[src/rtl/if_id_stage_reg_if.sv]
// if_id_stage_reg_if: fetch-to-decode bus; slave = pipeline register, master = driver/observer
interface if_id_stage_reg_if #(
  parameter int IW = 32,
  parameter int AW = 32,
  parameter int CW = 16
);
  logic          stall;
  logic          flush;
  logic          valid_i;
  logic [IW-1:0] instr_i;
  logic [AW-1:0] pc_i;
  logic          bd_i;
  logic          valid_o;
  logic [IW-1:0] ir_o;
  logic [AW-1:0] pc_o;
  logic [AW-1:0] pc4_o;
  logic [AW-1:0] pc8_o;
  logic          bd_o;
  logic [4:0]    exc_o;
`ifdef IF_ID_PERF_CNT_EN
  logic [CW-1:0] stall_cnt_o;
  logic [CW-1:0] flush_cnt_o;
  modport slave (
    input  stall, flush, valid_i, instr_i, pc_i, bd_i,
    output valid_o, ir_o, pc_o, pc4_o, pc8_o, bd_o, exc_o, stall_cnt_o, flush_cnt_o
  );
  modport master (
    output stall, flush, valid_i, instr_i, pc_i, bd_i,
    input  valid_o, ir_o, pc_o, pc4_o, pc8_o, bd_o, exc_o, stall_cnt_o, flush_cnt_o
  );
`else
  modport slave (
    input  stall, flush, valid_i, instr_i, pc_i, bd_i,
    output valid_o, ir_o, pc_o, pc4_o, pc8_o, bd_o, exc_o
  );
  modport master (
    output stall, flush, valid_i, instr_i, pc_i, bd_i,
    input  valid_o, ir_o, pc_o, pc4_o, pc8_o, bd_o, exc_o
  );
`endif
endinterface

[src/rtl/if_id_stage_reg.sv]
// if_id_stage_reg: IF/ID pipeline register with valid, delay-slot flag, AdEL capture; IF_ID_PERF_CNT_EN adds stall/flush counters
module if_id_stage_reg #(
  parameter int            IW    = 32,
  parameter int            AW    = 32,
  parameter logic [AW-1:0] PC_LO = 'h0000_3000,
  parameter logic [AW-1:0] PC_HI = 'h0000_6FFC,
  parameter int            CW    = 16
) (
  input logic              clk,
  input logic              reset,
  if_id_stage_reg_if.slave bus
);
  logic          valid_q, valid_d;
  logic [IW-1:0] ir_q, ir_d;
  logic [AW-1:0] pc_q, pc_d;
  logic          bd_q, bd_d;
  logic [4:0]    exc_q, exc_d;
  logic          bad;
  always_comb begin
    bad     = bus.valid_i & (bus.pc_i[1:0] != 2'b00 | bus.pc_i < PC_LO | bus.pc_i > PC_HI);
    valid_d = bus.flush ? 1'b0 : bus.stall ? valid_q : bus.valid_i;
    pc_d    = bus.flush ? '0 : bus.stall ? pc_q : bus.pc_i;
    bd_d    = bus.flush ? 1'b0 : bus.stall ? bd_q : bus.bd_i;
    ir_d    = bus.flush ? '0 : bus.stall ? ir_q : (bus.valid_i & ~bad) ? bus.instr_i : '0;
    exc_d   = bus.flush ? 5'd0 : bus.stall ? exc_q : bad ? 5'd4 : 5'd0;
  end
  always_ff @(posedge clk) begin
    if (reset) begin
      valid_q <= 1'b0;
      ir_q    <= '0;
      pc_q    <= '0;
      bd_q    <= 1'b0;
      exc_q   <= 5'd0;
    end else begin
      valid_q <= valid_d;
      ir_q    <= ir_d;
      pc_q    <= pc_d;
      bd_q    <= bd_d;
      exc_q   <= exc_d;
    end
  end
  assign bus.valid_o = valid_q;
  assign bus.ir_o    = ir_q;
  assign bus.pc_o    = pc_q;
  assign bus.pc4_o   = pc_q + AW'(4);
  assign bus.pc8_o   = pc_q + AW'(8);
  assign bus.bd_o    = bd_q;
  assign bus.exc_o   = exc_q;
`ifdef IF_ID_PERF_CNT_EN
  logic [CW-1:0] stall_cnt_q, stall_cnt_d, flush_cnt_q, flush_cnt_d;
  always_comb begin
    stall_cnt_d = (bus.stall & ~bus.flush & ~&stall_cnt_q) ? stall_cnt_q + CW'(1) : stall_cnt_q;
    flush_cnt_d = (bus.flush & ~&flush_cnt_q) ? flush_cnt_q + CW'(1) : flush_cnt_q;
  end
  always_ff @(posedge clk) begin
    if (reset) begin
      stall_cnt_q <= '0;
      flush_cnt_q <= '0;
    end else begin
      stall_cnt_q <= stall_cnt_d;
      flush_cnt_q <= flush_cnt_d;
    end
  end
  assign bus.stall_cnt_o = stall_cnt_q;
  assign bus.flush_cnt_o = flush_cnt_q;
`endif
endmodule

[src/flat_wrapper.sv]
// flat-port wrapper written by rule: the top's interface ports become plain ports
module if_id_stage_reg_flat 
#(
  parameter int            IW    = 32,
  parameter int            AW    = 32,
  parameter logic [AW-1:0] PC_LO = 'h0000_3000,
  parameter logic [AW-1:0] PC_HI = 'h0000_6FFC,
  parameter int            CW    = 16
)
  (clk, reset, bus_stall, bus_flush, bus_valid_i, bus_instr_i, bus_pc_i, bus_bd_i, bus_valid_o, bus_ir_o, bus_pc_o, bus_pc4_o, bus_pc8_o, bus_bd_o, bus_exc_o);
  if_id_stage_reg_if #(.IW(IW), .AW(AW), .CW(CW)) bus_i ();
  input logic clk;
  input logic reset;
  input wire logic [$bits(bus_i.stall)-1:0] bus_stall;
  input wire logic [$bits(bus_i.flush)-1:0] bus_flush;
  input wire logic [$bits(bus_i.valid_i)-1:0] bus_valid_i;
  input wire logic [$bits(bus_i.instr_i)-1:0] bus_instr_i;
  input wire logic [$bits(bus_i.pc_i)-1:0] bus_pc_i;
  input wire logic [$bits(bus_i.bd_i)-1:0] bus_bd_i;
  output wire logic [$bits(bus_i.valid_o)-1:0] bus_valid_o;
  output wire logic [$bits(bus_i.ir_o)-1:0] bus_ir_o;
  output wire logic [$bits(bus_i.pc_o)-1:0] bus_pc_o;
  output wire logic [$bits(bus_i.pc4_o)-1:0] bus_pc4_o;
  output wire logic [$bits(bus_i.pc8_o)-1:0] bus_pc8_o;
  output wire logic [$bits(bus_i.bd_o)-1:0] bus_bd_o;
  output wire logic [$bits(bus_i.exc_o)-1:0] bus_exc_o;
  assign bus_i.stall = bus_stall;
  assign bus_i.flush = bus_flush;
  assign bus_i.valid_i = bus_valid_i;
  assign bus_i.instr_i = bus_instr_i;
  assign bus_i.pc_i = bus_pc_i;
  assign bus_i.bd_i = bus_bd_i;
  assign bus_valid_o = bus_i.valid_o;
  assign bus_ir_o = bus_i.ir_o;
  assign bus_pc_o = bus_i.pc_o;
  assign bus_pc4_o = bus_i.pc4_o;
  assign bus_pc8_o = bus_i.pc8_o;
  assign bus_bd_o = bus_i.bd_o;
  assign bus_exc_o = bus_i.exc_o;
  if_id_stage_reg #(.IW(IW), .AW(AW), .PC_LO(PC_LO), .PC_HI(PC_HI), .CW(CW)) u_core (.clk(clk), .reset(reset), .bus(bus_i));
endmodule
[config.mk]
export PLATFORM = sky130hd
export DESIGN_NAME = if_id_stage_reg_flat
export DESIGN_NICKNAME = d
export VERILOG_FILES = /design/src/rtl/if_id_stage_reg_if.sv /design/src/rtl/if_id_stage_reg.sv /design/src/flat_wrapper.sv
export SDC_FILE = /design/constraint.sdc
export NUM_CORES = 1
export LEC_CHECK = 0
export CAP_MARGIN = 40
export CORE_MARGIN = 8
export CORE_UTILIZATION = 43
export CTS_CLUSTER_SIZE = 24
export DETAILED_ROUTE_END_ITERATION = 12
export HOLD_SLACK_MARGIN = 0.08
export PLACE_DENSITY = 0.87
export SYNTH_ARGS = -nofsm -noshare
export SYNTH_HDL_FRONTEND = slang
export SYNTH_SLANG_ARGS = --single-unit
[constraint.sdc]
create_clock -name clk -period 3.9 [get_ports clk]
set_clock_uncertainty 0.15 [all_clocks]
set_input_delay 0.39 -clock clk [delete_from_list [all_inputs] [get_ports clk]]
set_output_delay 0.39 -clock clk [all_outputs]
set_load 0.02 [all_outputs]
# --- Word level (Yosys, flattened, before mapping) ---
# Cells that the tools add are included.
word_totals:
  register_bits: 71
  inputBits: 70
op_classes:
  muxes: 2
  add_sub_neg: 2
  magnitude_cmp: 2
  n_reduce_logical: 2
  bitwise_logic: 5
op_table:
  columns: ["operator", "count"]
  rows:
  - ["32-bit by 3-bit adder with 32-bit output, second input constant", 1]
  - ["32-bit by 4-bit adder with 32-bit output, second input constant", 1]
  - ["32-bit by 15-bit greater-than comparator with 1-bit output, second input constant", 1]
  - ["32-bit by 14-bit less-than comparator with 1-bit output, second input constant", 1]
  - ["32-bit two-way mux", 1]
  - ["3-bit two-way mux", 1]
  - ["1-bit AND", 2]
  - ["1-bit bitwise OR", 2]
  - ["2-bit nonzero test", 1]
  - ["2-bit OR reduction", 1]
  - ["1-bit inverter", 1]

# --- Logic depth before layout (Yosys ltp) ---
depth:
  ltp_word: 7
  mapped_depth: 6
  depth_no_buf: 5

# --- Worst setup path after synthesis ---
# No wires, ideal clock.
synth_path:
  path_kind: "flip-flop to output port"
  start: "reg u_core.pc_q[4], in the netlist u_core.bus.pc_o[4]"
  end: "out bus_pc4_o[29]"
  path_stages_with_launch: 6
  t_arrival_ps: 1948
  path_buffers: 0
  path_slack_ps: 1412
  cell_sequence: "dfxtp_1 ha_1 and4_1 nand3_1 nor4_2 xor2_1"
synth_between:
  elab_chain_cells: 1
synth_rtl:
  columns: ["item", "line_no", "text"]
  rows:
  - ["from (decl)", "if_id_stage_reg.sv:15", "logic [AW-1:0] pc_q, pc_d;"]
  - ["from (signal assigned)", "if_id_stage_reg.sv:37", "pc_q <= pc_d;"]
  - ["32-bit by 3-bit adder with 32-bit output", "if_id_stage_reg.sv:45", "assign bus.pc4_o = pc_q + AW'(4);"]
  - ["to (decl)", "flat_wrapper.sv:23", "output wire logic [$bits(bus_i.pc4_o)-1:0] bus_pc4_o;"]
# No other way between the ends.

# --- Worst setup path in the final report ---
layout_path:
  start: "reg u_core.pc_q[8], in the netlist u_core.bus.pc_o[8]"
  end: "out bus_pc8_o[17]"
layout_between:
  elab_chain_cells: 1
layout_rtl:
  columns: ["item", "line_no", "text"]
  rows:
  - ["32-bit by 4-bit adder with 32-bit output", "if_id_stage_reg.sv:46", "assign bus.pc8_o = pc_q + AW'(8);"]
  - ["to (decl)", "flat_wrapper.sv:24", "output wire logic [$bits(bus_i.pc8_o)-1:0] bus_pc8_o;"]
# No other way between the ends.

==> metrics <==
Worst-Skew Late Latency=0.33 ns; Buf+Inv Stages, Crit Path=1; vias in the first global route=3851; Hold EP=u_core.bus.exc_o[2]; # clock sinks=67; dpl hpwl=10700 microns; postcts setup bufs=0; DR iter-0 viols=216; Detailed Routing Iterations Pass 1=6; pwr dens=263 nW/um^2; Rows=34; Worst-Margin Slew=0.697 ns; most common cell after layout, fill and taps aside=clkdlybuf4s50_1; final worst path period share=0.868; leakage power=2.14 nW; Worst path slowest cell=clkdlybuf4s50_1; hold path depth=2; flops & latches, synth=67; Clock Tree Buf Depth=2; critical path class=flip-flop to output port; GR Overflow Total=0; CTS buffer count=9; Critical Path, Cell by Cell=nand4_2 > nor3_2 > and3_1 > xor2_1 > clkdlybuf4s50_1; total wire length=13600 microns; post-synthesis cell count=457; most frequent cells in the layout=clkdlybuf4s50_1 (199), dfxtp_1 (67), nand3_1 (45), nor2_1 (44), xnor2_1 (34); Crit. End Element=output port; RSZ-0062 raised after global routing=no; Antenna diodes=0; Top delay family on crit path=simple AND/OR/NAND/NOR gates; port bufs=200; layout cells sized above 1=0.0448; Critical Path Start Type=flip-flop; Final setup viols=0; RR Startpoint=u_core.bus.pc_o[8]; die area=12100 sq um; required time of the critical path=3.36 ns; Yosys top cell area share=0.354; Setup TNS Final=0 ns; count of final hold-check violations=0; Synth cell types=34; Final Max Tran Viols=0; fmax=0.295 GHz; Final GP Congestion=0.881; drc violations=0; via count=3886; Ports=205; Mapped Avg Cell Area=8.30 sq um; antenna viol nets, final=0; Hold Path Class=flip-flop to flip-flop; Worst slew margin=0.535; largest stage delay on the critical path=0.65 ns; status=finished, final reports clean; Synth area leaders=dfxtp_1 (35%), mux2i_1 (8.7%), xnor2_1 (7.8%); Max rail drop VDD=0.000217 V; flop-to-flop setup slack=2.83 ns; Post-DP Area=5750 sq um; Data arrival, critical path=2.85 ns; CTS tree=built; Max Cap Viol=0; worst setup path startpoint=u_core.bus.pc_o[8]; register area share after synthesis=0.354; Initial Utilization=0.439; core area=8640 sq um; Hold Buf Count CTS=0; H-tree depth=3; design area=5930 sq um; cell type with the largest total area after synthesis=dfxtp_1; clk root buf=clkbuf_8; min-delay src=u_core.bus.exc_o[2]; initial antenna violation count=0; drt wl/cell=18.5 microns; clk slew on worst S/H paths=0.07 ns; final core utilization=0.687; post_cts resized=0; first-pass GRT wire length=20500 microns; largest net degree at the start of global routing=84; area grow syn2layout=56.3%; # nets final=693; worst r2r path cells=2; Mapped Area=3790 sq um; total track usage=0.216; Warnings, synthesis=0; chip width=110 microns; die height=110 microns; post-route minimum period=3.39 ns; vias per inst=5.30; Crit Path Max Fanout=14; Worst R2R End=u_core.bus.pc_o[8]
## logic make-up after synthesis
kind of cell,synth area share
xor+xnor,0.129
mux,0.0871
flops,0.354
buf+inv,0.0729
simple gates,0.303
other cells,0.000988
fa+ha+maj,0.00660
compound gates,0.0468
## sequential cells by signal, indices dropped and copies added (netlist names)
signal	count
u_core.bus.bd_o	1
u_core.bus.exc_o	1
u_core.bus.ir_o	32
u_core.bus.pc_o	32
u_core.bus.valid_o	1
## per-stage QoR
step / setup slack, ns / instances / hold slack [ns] / power, mW
2_1_floorplan: 1.41 / 460 / 0.384 / 0.869
3_3_place_gp: 0.965 / 716 / 0.302 / 1.02
3_5_place_dp: 0.922 / 718 / 0.302 / 1.03
4_1_cts: 0.528 / 733 / 0.312 / 1.58
5_1_grt: 0.328 / 733 / 0.343 / 1.62
6_report: 0.514 / 733 / 0.311 / 1.56
## power by group
part,internal [mW],switching [mW],leakage [nW]
registers,0.696,0.0269,0.543
logic,0.158,0.133,1.51
clock network,0.290,0.255,0.0881
total,1.14,0.415,2.14
## per-layer routing
layer | GRT usage | up-vias | wire, microns
li1 | - | 1890 | -
met1 | 0.246 | 1782 | 5120
met2 | 0.366 | 181 | 6780
met3 | 0.0580 | 33 | 1180
met4 | 0.107 | 0 | 481
met5 | 0 | - | 0
## cell type report
type	count	area, sq um
fill	688	2710
multi-input combinational	337	2190
timing repair buffer	204	2070
sequential	67	1340
tap	108	135
clock buffer	10	128
clock inverter	5	55.1
inverter	2	7.51
## worst register-to-register path: cells and delay by family (launching register included)
kind	cells	cell delay, ns
DFF	1	0.61
muxes	1	0.14
and+or+nand+nor	1	0.10
## worst max path at each step
stage,endpoint,depth (start not counted)
finish,bus_pc8_o[17],5
global route,bus_pc8_o[31],6
CTS,bus_pc8_o[17],5
detailed placement,bus_pc8_o[28],5
global placement,bus_pc4_o[29],6
floorplan,bus_pc4_o[29],5
## synthesized netlist by cell type, drive strengths merged
master  count
nand2      25
conb        1
xnor2      34
xor2       22
nor3       11
and4        3
buf        29
nor2b       1
nand3      45
o31ai       1
ha          2
o21ai      32
nand4      17
mux2i      33
dfxtp      67
inv         2
or4         2
nor4       10
or4b        1
nand4b      1
a21oi       2
nor2       45
or3         2
clkbuf     25
and3       11
nand3b     32
or2         1
No activity file was read; power rests on OpenSTA's default activity.
